**config.mk**
```make
export PLATFORM = sky130hd
export DESIGN_NAME = lsu_mem_access
export DESIGN_NICKNAME = d
export VERILOG_FILES = /design/src/rtl/lsu_mem_access.sv
export SDC_FILE = /design/constraint.sdc
export NUM_CORES = 1
export LEC_CHECK = 0
export CAP_MARGIN = 30
export CORE_MARGIN = 4
export CORE_UTILIZATION = 30
export DETAILED_ROUTE_END_ITERATION = 10
export PLACE_DENSITY = 0.58
export SYNTH_ARGS = -nofsm -noshare
export SYNTH_HDL_FRONTEND = slang
export SYNTH_SLANG_ARGS = --single-unit
export TNS_END_PERCENT = 20
```
**constraint.sdc**
```tcl
create_clock -name clk -period 3.5 [get_ports clk]
set_input_delay 0.7 -clock clk [delete_from_list [all_inputs] [get_ports clk]]
set_output_delay 0.7 -clock clk [all_outputs]
set_load 0.02 [all_outputs]
```
**src/rtl/lsu_mem_access.sv**
```systemverilog
// lsu_mem_access
//   Load/store access unit sitting between execute and the load-extension
//   decoder. One request is accepted at a time, the byte-lane data-memory
//   port is driven until mem_ack (or a timeout), and a single-cycle response
//   carries the read word shifted down to bits [7:0] plus the extension
//   select code.
//
// Ports
//   clk, rst_n                  clock (rising edge), async active-low reset
//   req_valid/req_ready         request handshake (ready only in IDLE)
//   req_we, req_funct3          store flag and RV32 size/sign code
//   req_addr, req_wdata         byte address and store data
//   mem_req/mem_we/mem_addr     memory strobe, write enable, word address
//   mem_be, mem_wdata           byte lane enables, lane-replicated data
//   mem_ack, mem_rdata          memory completion pulse and read word
//   rsp_valid                   one-cycle response pulse
//   rsp_data, rsp_sel, rsp_err  shifted read word, extension select, status

module lsu_mem_access #(
  parameter int ADDR_W  = 32,
  parameter int TIMEOUT = 16
) (
  input  logic              clk,
  input  logic              rst_n,
  input  logic              req_valid,
  output logic              req_ready,
  input  logic              req_we,
  input  logic [2:0]        req_funct3,
  input  logic [ADDR_W-1:0] req_addr,
  input  logic [31:0]       req_wdata,
  output logic              mem_req,
  output logic              mem_we,
  output logic [ADDR_W-1:0] mem_addr,
  output logic [3:0]        mem_be,
  output logic [31:0]       mem_wdata,
  input  logic              mem_ack,
  input  logic [31:0]       mem_rdata,
  output logic              rsp_valid,
  output logic [31:0]       rsp_data,
  output logic [2:0]        rsp_sel,
  output logic [1:0]        rsp_err
);

  localparam int CNT_W = $clog2(TIMEOUT);
  localparam logic [CNT_W-1:0] CNT_LAST = CNT_W'(TIMEOUT - 1);

  localparam logic [1:0] ERR_OK      = 2'b00;
  localparam logic [1:0] ERR_MISALIGN = 2'b01;
  localparam logic [1:0] ERR_TIMEOUT = 2'b10;
  localparam logic [1:0] ERR_ILLEGAL = 2'b11;

  typedef enum logic [1:0] {
    IDLE   = 2'b00,
    ACCESS = 2'b01,
    RESP   = 2'b10
  } state_t;

  state_t            state_q, state_d;
  logic [CNT_W-1:0]  cnt_q, cnt_d;
  logic [1:0]        off_q, off_d;
  logic [2:0]        sel_q, sel_d;
  logic              req_ready_q, req_ready_d;
  logic              mem_req_q, mem_req_d;
  logic              mem_we_q, mem_we_d;
  logic [ADDR_W-1:0] mem_addr_q, mem_addr_d;
  logic [3:0]        mem_be_q, mem_be_d;
  logic [31:0]       mem_wdata_q, mem_wdata_d;
  logic              rsp_valid_q, rsp_valid_d;
  logic [31:0]       rsp_data_q, rsp_data_d;
  logic [2:0]        rsp_sel_q, rsp_sel_d;
  logic [1:0]        rsp_err_q, rsp_err_d;

  logic              dec_illegal;
  logic              dec_misalign;
  logic [3:0]        dec_be;
  logic [31:0]       dec_wdata;
  logic [2:0]        dec_sel;

  // Request decode: lane enables, replicated store data, extension select
  // and the two early-error conditions. Unsigned loads have no store form,
  // so bu/hu with we=1 is treated as an illegal encoding.
  always_comb begin
    dec_illegal  = 1'b0;
    dec_misalign = 1'b0;
    dec_be       = 4'b0000;
    dec_wdata    = 32'd0;
    dec_sel      = 3'b000;
    case (req_funct3)
      3'b000, 3'b100: begin
        dec_be      = 4'b0001 << req_addr[1:0];
        dec_wdata   = {4{req_wdata[7:0]}};
        dec_sel     = req_funct3[2] ? 3'b100 : 3'b001;
        dec_illegal = req_we & req_funct3[2];
      end
      3'b001, 3'b101: begin
        dec_misalign = req_addr[0];
        dec_be       = 4'b0011 << req_addr[1:0];
        dec_wdata    = {2{req_wdata[15:0]}};
        dec_sel      = req_funct3[2] ? 3'b101 : 3'b010;
        dec_illegal  = req_we & req_funct3[2];
      end
      3'b010: begin
        dec_misalign = |req_addr[1:0];
        dec_be       = 4'b1111;
        dec_wdata    = req_wdata;
        dec_sel      = 3'b011;
      end
      default: dec_illegal = 1'b1;
    endcase
    if (req_we) begin
      dec_sel = 3'b000;
    end
  end

  // Next-state logic. Memory outputs are held while in ACCESS and cleared
  // on exit; the response fields are only non-zero for the single RESP
  // cycle, so every path defaults them to zero.
  always_comb begin
    state_d     = state_q;
    cnt_d       = cnt_q;
    off_d       = off_q;
    sel_d       = sel_q;
    req_ready_d = req_ready_q;
    mem_req_d   = mem_req_q;
    mem_we_d    = mem_we_q;
    mem_addr_d  = mem_addr_q;
    mem_be_d    = mem_be_q;
    mem_wdata_d = mem_wdata_q;
    rsp_valid_d = 1'b0;
    rsp_data_d  = 32'd0;
    rsp_sel_d   = 3'b000;
    rsp_err_d   = ERR_OK;

    case (state_q)
      IDLE: begin
        req_ready_d = 1'b1;
        if (req_valid && req_ready_q) begin
          req_ready_d = 1'b0;
          if (dec_illegal || dec_misalign) begin
            // Illegal encoding takes priority over misalignment.
            state_d     = RESP;
            rsp_valid_d = 1'b1;
            rsp_err_d   = dec_illegal ? ERR_ILLEGAL : ERR_MISALIGN;
          end else begin
            state_d     = ACCESS;
            cnt_d       = '0;
            off_d       = req_addr[1:0];
            sel_d       = dec_sel;
            mem_req_d   = 1'b1;
            mem_we_d    = req_we;
            mem_addr_d  = {req_addr[ADDR_W-1:2], 2'b00};
            mem_be_d    = dec_be;
            mem_wdata_d = dec_wdata;
          end
        end
      end

      ACCESS: begin
        if (mem_ack || (cnt_q == CNT_LAST)) begin
          state_d     = RESP;
          rsp_valid_d = 1'b1;
          mem_req_d   = 1'b0;
          mem_we_d    = 1'b0;
          mem_addr_d  = '0;
          mem_be_d    = 4'b0000;
          mem_wdata_d = 32'd0;
          // An ack arriving on the last allowed cycle still completes.
          if (mem_ack) begin
            rsp_sel_d = sel_q;
            if (!mem_we_q) begin
              rsp_data_d = mem_rdata >> {off_q, 3'b000};
            end
          end else begin
            rsp_err_d = ERR_TIMEOUT;
          end
        end else begin
          cnt_d = cnt_q + CNT_W'(1);
        end
      end

      RESP: begin
        state_d     = IDLE;
        req_ready_d = 1'b1;
      end

      default: begin
        state_d     = IDLE;
        req_ready_d = 1'b1;
        mem_req_d   = 1'b0;
      end
    endcase
  end

  // Single state register for the FSM and all registered outputs; reset
  // drops mem_req immediately and discards any in-flight access.
  always_ff @(posedge clk or negedge rst_n) begin
    if (!rst_n) begin
      state_q     <= IDLE;
      cnt_q       <= '0;
      off_q       <= 2'b00;
      sel_q       <= 3'b000;
      req_ready_q <= 1'b1;
      mem_req_q   <= 1'b0;
      mem_we_q    <= 1'b0;
      mem_addr_q  <= '0;
      mem_be_q    <= 4'b0000;
      mem_wdata_q <= 32'd0;
      rsp_valid_q <= 1'b0;
      rsp_data_q  <= 32'd0;
      rsp_sel_q   <= 3'b000;
      rsp_err_q   <= ERR_OK;
    end else begin
      state_q     <= state_d;
      cnt_q       <= cnt_d;
      off_q       <= off_d;
      sel_q       <= sel_d;
      req_ready_q <= req_ready_d;
      mem_req_q   <= mem_req_d;
      mem_we_q    <= mem_we_d;
      mem_addr_q  <= mem_addr_d;
      mem_be_q    <= mem_be_d;
      mem_wdata_q <= mem_wdata_d;
      rsp_valid_q <= rsp_valid_d;
      rsp_data_q  <= rsp_data_d;
      rsp_sel_q   <= rsp_sel_d;
      rsp_err_q   <= rsp_err_d;
    end
  end

  assign req_ready = req_ready_q;
  assign mem_req   = mem_req_q;
  assign mem_we    = mem_we_q;
  assign mem_addr  = mem_addr_q;
  assign mem_be    = mem_be_q;
  assign mem_wdata = mem_wdata_q;
  assign rsp_valid = rsp_valid_q;
  assign rsp_data  = rsp_data_q;
  assign rsp_sel   = rsp_sel_q;
  assign rsp_err   = rsp_err_q;

endmodule
```
## After elaboration in Yosys (flattened, before gate mapping)

Index checks and enable logic that the tools add are counted.

- Register bits: 120
- Output and inout port bits: 109
- Word-level logic and storage cells: 100

- Add/sub/neg operators: 1
- Equal/unequal tests: 11
- Shift operators: 3
- Multiplexer cells: 53
- Bitwise operators: 3
- Reduce and logical (&&, ||, !) cells: 15

Operators by type and width:

| kind | count |
|---|---|
| $mux 32 | 9 |
| $pmux 32 s2 | 2 |
| $pmux 32 s3 | 1 |
| $shr 32x5->32 | 1 |
| $mux 4 | 6 |
| $mux 3 | 6 |
| $mux 2 | 8 |
| $pmux 4 s2 | 2 |
| $pmux 4 s3 | 1 |
| $reduce_and 4->1 | 3 |
| $pmux 1 s2 | 5 |
| $mux 1 | 9 |
| $pmux 3 s3 | 1 |
| $ne 2x2->1 const B | 4 |
| $pmux 2 s2 | 2 |
| $eq 3x3->1 const B | 2 |
| $reduce_or 2->1 | 3 |
| $add 4x1->4 const B | 1 |
| $eq 4x4->1 const B | 1 |
| $reduce_or 4->1 | 1 |
| $shl 1x2->4 const A | 1 |
| $shl 2x2->4 const A | 1 |
| $eq 3x1->1 const B | 1 |
| $eq 3x2->1 const B | 1 |
| 12 further kinds | 14 |

## Longest topological paths before layout

- Word-level depth: 7
- Gate-level depth with buffers: 8
- Mapped depth without buffers: 5

## Least setup slack after synthesis

No wires, ideal clock.

- Path kind: in2reg
- From: in req_funct3[1]
- To: reg off_q[0]
- Library setup time: 128 ps
- Arrival time: 1,897 ps
- Setup slack: 1,476 ps
- Cell stages on the path: 6
- Buffers on the path: 3
- Cells stage by stage: clkbuf_1 > a221oi_2 > o21bai_1 > buf_2 > buf_4 > mux2_1

- Cells in the longest elaborated chain, start to end: 6
- Elaborated cells between the ends (all ways): 12

RTL lines:

| what | RTL line | source |
|---|---|---|
| start, declared | 28 | `input logic [2:0] req_funct3,` |
| $eq 3x1->1 (tied with other cells) | 88 | `case (req_funct3)` |
| $reduce_or 4->1 (no source line) / $reduce_or 2->1 (equally long branches) | n/a |  |
| $pmux 1 s2 | 88 |  |
| $logic_or 1x1->1 (*) | 139 | `if (dec_illegal \|\| dec_misalign) begin` |
| $not 1->1 (no source line) (*) | n/a |  |
| $reduce_and 3->1 (no source line) (*) | n/a |  |
| end signal, assigned | 200 | `off_q <= 2'b00;` |
| end signal, assigned | 215 | `off_q <= off_d;` |
| end, declared | 60 | `logic [1:0] off_q, off_d;` |

Mark *: on every way between the ends. The rest lies on a longest branch, timed or not.
A chain may end at the register's enable or synchronous reset.

## Worst setup path in the final report

- From: in req_funct3[2]
- To: reg off_q[1]

Same word-level chain as after synthesis.

==> flow_results.org <==
** Run status
- Status :: completed

** Clock tree
- Hold-fix buffer count after cts :: 0
- The H-tree was split into 4 levels.
- Post-cts gate resize count :: 0
- Max Root-Sink Buffers :: 2
- Clk pin slew, worst setup/hold paths :: around 0.050 ns
- Clock buffer count from CTS :: 17
- Clock tree synthesis found a total of between 100 and 150 sinks.
- Clock tree root buffer cell :: sky130_fd_sc_hd__clkbuf_16
- TritonCTS built the clock tree.
- For the worst-skew pair, the clock arrives at the later sink with an insertion delay of between 0.4 and 0.5 ns.
- Post-CTS Setup Repair Bufs :: 0

** Global route
- Met2 Resource Use GR :: 0.265
- Total grt overflow :: 0
- Entering global routing, the biggest net connects between 60 and 70 pins.
- For this run, global-route usage on met3 was measured as 0.0604.
- Across every metal layer, demand over resource in global routing totals 0.175.
- Initial antenna violation count :: 0
- Busiest layer in global routing :: met2
- For met1 alone, demand over resource in global routing was 0.234.
- First-pass GRT wire length :: roughly 27000 um
- The via count of the first global-routing pass is 4847.

** Floorplan
- The floorplan step set the die height to 141 um.
- Effective utilization at floorplan :: 0.307
- Total number of placement rows :: between 40 and 50
- Die Footprint :: approximately 20000 sq um
- The region available for standard cell placement spans 17400 sq um.
- 213 I/O pins were placed.
- Width of the die :: 141 um

** Drt
- Vias per inst :: between 4 and 5
- For this block, the initial DRC count from the detailed router was roughly 350.
- After detailed routing, the number of remaining DRC violations is 0.
- After detailed routing, the total wire length is around 18000 um.
- The detail route stage leaves a number of antenna-violating nets equal to 0.
- The routed layout has 4816 vias.
- For this run, the detailed router's first-pass iteration total came to 5.
- Dividing the detail-routed wire length by the instance count gives 18.0 um.

** Timing
- For the pin with the worst max-slew slack, the measured transition is between 0.8 and 0.9 ns.
- Final critical-path required period :: between 2 and 2.5 ns
- Final Slew Violations :: 0
- In the final timing run, aggregate negative setup slack is 0 ns.
- Fraction of the cycle the final worst path needs :: 0.664
- Hold Violations, Final :: 0
- Setup repair after global routing left no endpoint under its margin.
- Max frequency :: about 0.43 GHz
- Hold WS :: 0.380 ns
- Setup violations remaining at the end of the flow were counted as 0.
- Worst Clk Skew :: 0.00789 ns
- In this run the tightest slew margin relative to its limit is 0.407.

** Critical path
- The kind of cell with the highest combined delay along the critical path is buffers and inverters.
- Category of the most critical setup path :: in -> reg
- In this run the worst path has a maximum fanout of just under 60.
- Traced cell by cell, the critical path runs through clkdlybuf4s50_1 > a221oi_2 > o21bai_4 > buf_4 > mux2_1.
- STA classifies the critical path endpoint as a register.
- Critical Path Slowest Stage Cell :: sky130_fd_sc_hd__clkdlybuf4s50_1
- Arrival time reported for the critical path endpoint :: 2.62 ns
- Crit path launch type :: input pin
- Crit path required time :: 3.79 ns
- Together, buffers and inverters on the worst path number 2.
- The largest single stage delay on the critical path is ~0.66 ns.

** Place
- Counting tap cells, the placed design contains a total of around 940 instances.
- Gp weighted congestion :: about 0.86
- Once detailed placement completed, the half-perimeter wirelength came to ~13000 um.
- Input and output buffers added on the ports amount to 210.

** Layout
- Measured on the finished design, the core utilization comes to 0.474.
- Most frequent standard cell in the layout excluding fill and tap cells :: sky130_fd_sc_hd__clkdlybuf4s50_1
- From synthesis to final layout, the design area changed by 54.7%.
- In the layout the commonest cells are sky130_fd_sc_hd__clkdlybuf4s50_1 (209), sky130_fd_sc_hd__dfrtp_1 (117), sky130_fd_sc_hd__nand3_1 (72).
- Fin cells :: 973
- Diodes inserted :: 0
- Fraction of final layout cells with drive strength greater than 1 :: 0.0709
- Total Nets Final :: between 800 and 900

** Yosys
- The largest total area in the synthesized netlist belongs to sky130_fd_sc_hd__dfrtp_1.
- Of the post-synthesis cell area, the dominant cell type holds 0.550.
- Mean cell area of the mapped netlist :: approximately 9.8 sq um
- Post-synthesis cell count :: between 500 and 600
- Syn. warnings :: 0
- Area of the mapped netlist :: ~5300 sq um
- Leading post-synthesis cells by cell area :: sky130_fd_sc_hd__dfrtp_1 (55%), sky130_fd_sc_hd__nand3_1 (6.8%), sky130_fd_sc_hd__mux2i_1 (4.7%)
- Share of synthesized area occupied by flip-flops and latches :: 0.555
- The most used flip-flop cell after synthesis is sky130_fd_sc_hd__dfrtp_1.
- Of all flip-flops after synthesis, the portion carrying an async set or reset was 1.00.
- In this run, synthesis produced a sequential element count of roughly 120.
- Counting flops with a built-in enable in the synthesized netlist gives 0.
- Synthesis instantiated 37 different standard cells from the library.

** Power and ir drop
- Share of total power in sequential cells :: 0.331
- Internal power comes to ~4.0 mW.
- VDD sags by at most between 0.0003 and 0.0004 V.
- Of the total power, the share spent switching nets is 0.346.
- Proportion of power drawn by the clock network :: 0.293
- Power dissipated by switching net loads :: ~2.1 mW
- Relative contribution of combinational cells to total power :: 0.376
- LEAKAGE :: about 3.6 nW
- Power spread over the standard cell area amounts to ~750 nW/um^2.

** Flow run
- Number of maximum-capacitance constraint violations :: 0

** Hold path
- Class of the tightest hold or removal check :: in -> async
-- path summary, 6_finish.rpt --
kind                       slack (ns)                        to  depth (start not counted)            startpoint
hold / removal                   0.38     rsp_data[7]$_DFF_PN0_                          1                 rst_n
min in group clk                 0.49      off_q[0]$_DFFE_PN0P_                          1  off_q[0]$_DFFE_PN0P_
hold reg to reg                  0.49      off_q[0]$_DFFE_PN0P_                          1  off_q[0]$_DFFE_PN0P_
setup reg to reg                 1.34  mem_addr[16]$_DFFE_PN0P_                          6  cnt_q[0]$_DFFE_PN0P_
setup / recovery                 1.17      off_q[1]$_DFFE_PN0P_                          5         req_funct3[2]
max in group asynchronous        2.21    rsp_data[15]$_DFF_PN0_                          2                 rst_n
-- worst register-to-register path, stage by stage, from the launching register on --
cell                      delay (ns)
sky130_fd_sc_hd__dfrtp_1        0.41
sky130_fd_sc_hd__ha_1           0.24
sky130_fd_sc_hd__and3_1         0.20
sky130_fd_sc_hd__o21ai_4        0.60
sky130_fd_sc_hd__buf_4          0.42
sky130_fd_sc_hd__nand3_1        0.14
sky130_fd_sc_hd__o21ai_1        0.10
-- power groups by stage --
stage	logic [mW]	clock network (mW)	registers, mW
after floorplan	0.816	0	2.42
after global placement	2.32	0	2.05
after detailed placement	2.35	0	2.05
after CTS	2.35	1.85	2.05
after global routing	2.50	1.91	2.10
final	2.32	1.81	2.05
-- through the flow --
stage,area [sq um],total power [mW],setup WS (ns)
floorplan,5330,3.23,1.48
global placement,7610,4.37,0.826
detailed placement,7610,4.40,0.733
CTS,8230,6.25,1.18
global route,8230,6.51,1.06
finish,8230,6.17,1.17
-- cells by family after synthesis --
group | count (synthesis) | synth area share
compound gates | 133 | 0.154
other cells | 1 | 0.000705
buf+inv | 51 | 0.0440
fa+ha+maj | 1 | 0.00235
simple gates | 209 | 0.189
xor+xnor | 2 | 0.00329
mux | 27 | 0.0513
flops | 118 | 0.555
-- Yosys cell counts (all sizes together) (13+ instances only) --
library cell  instances
dfrtp               117
nand3                72
nand2                52
o21ai                43
nor2                 39
a21oi                36
o31ai                30
buf                  28
mux2i                25
clkbuf               22
a211oi               16
and3                 13
-- routing by layer --
metal / share of wire / wire (um)
met1: 0.44 / 7760
met4: 0.019 / 335
met5: 0 / 0
met2: 0.45 / 7830
met3: 0.091 / 1590
-- sequential cells by signal (all words and copies together), names as in the netlist --
register / flops
cnt_q: 4
mem_be: 4
mem_we: 1
state_q: 2
rsp_data: 32
off_q: 2
req_ready: 1
rsp_sel: 3
mem_addr: 30
rsp_valid: 1
rsp_err: 2
mem_req: 1
sel_q: 3
mem_wdata: 32
-- cell type report --
class,instances,area [sq um]
fillers,1599,9120
flip-flops and latches,118,2950
repair buffers,224,2200
multi-input cells,374,2170
clock buffers,24,502
well taps,225,282
clock inverters,7,116
inverters,1,3.75
Power figures use the tool's default switching activity.
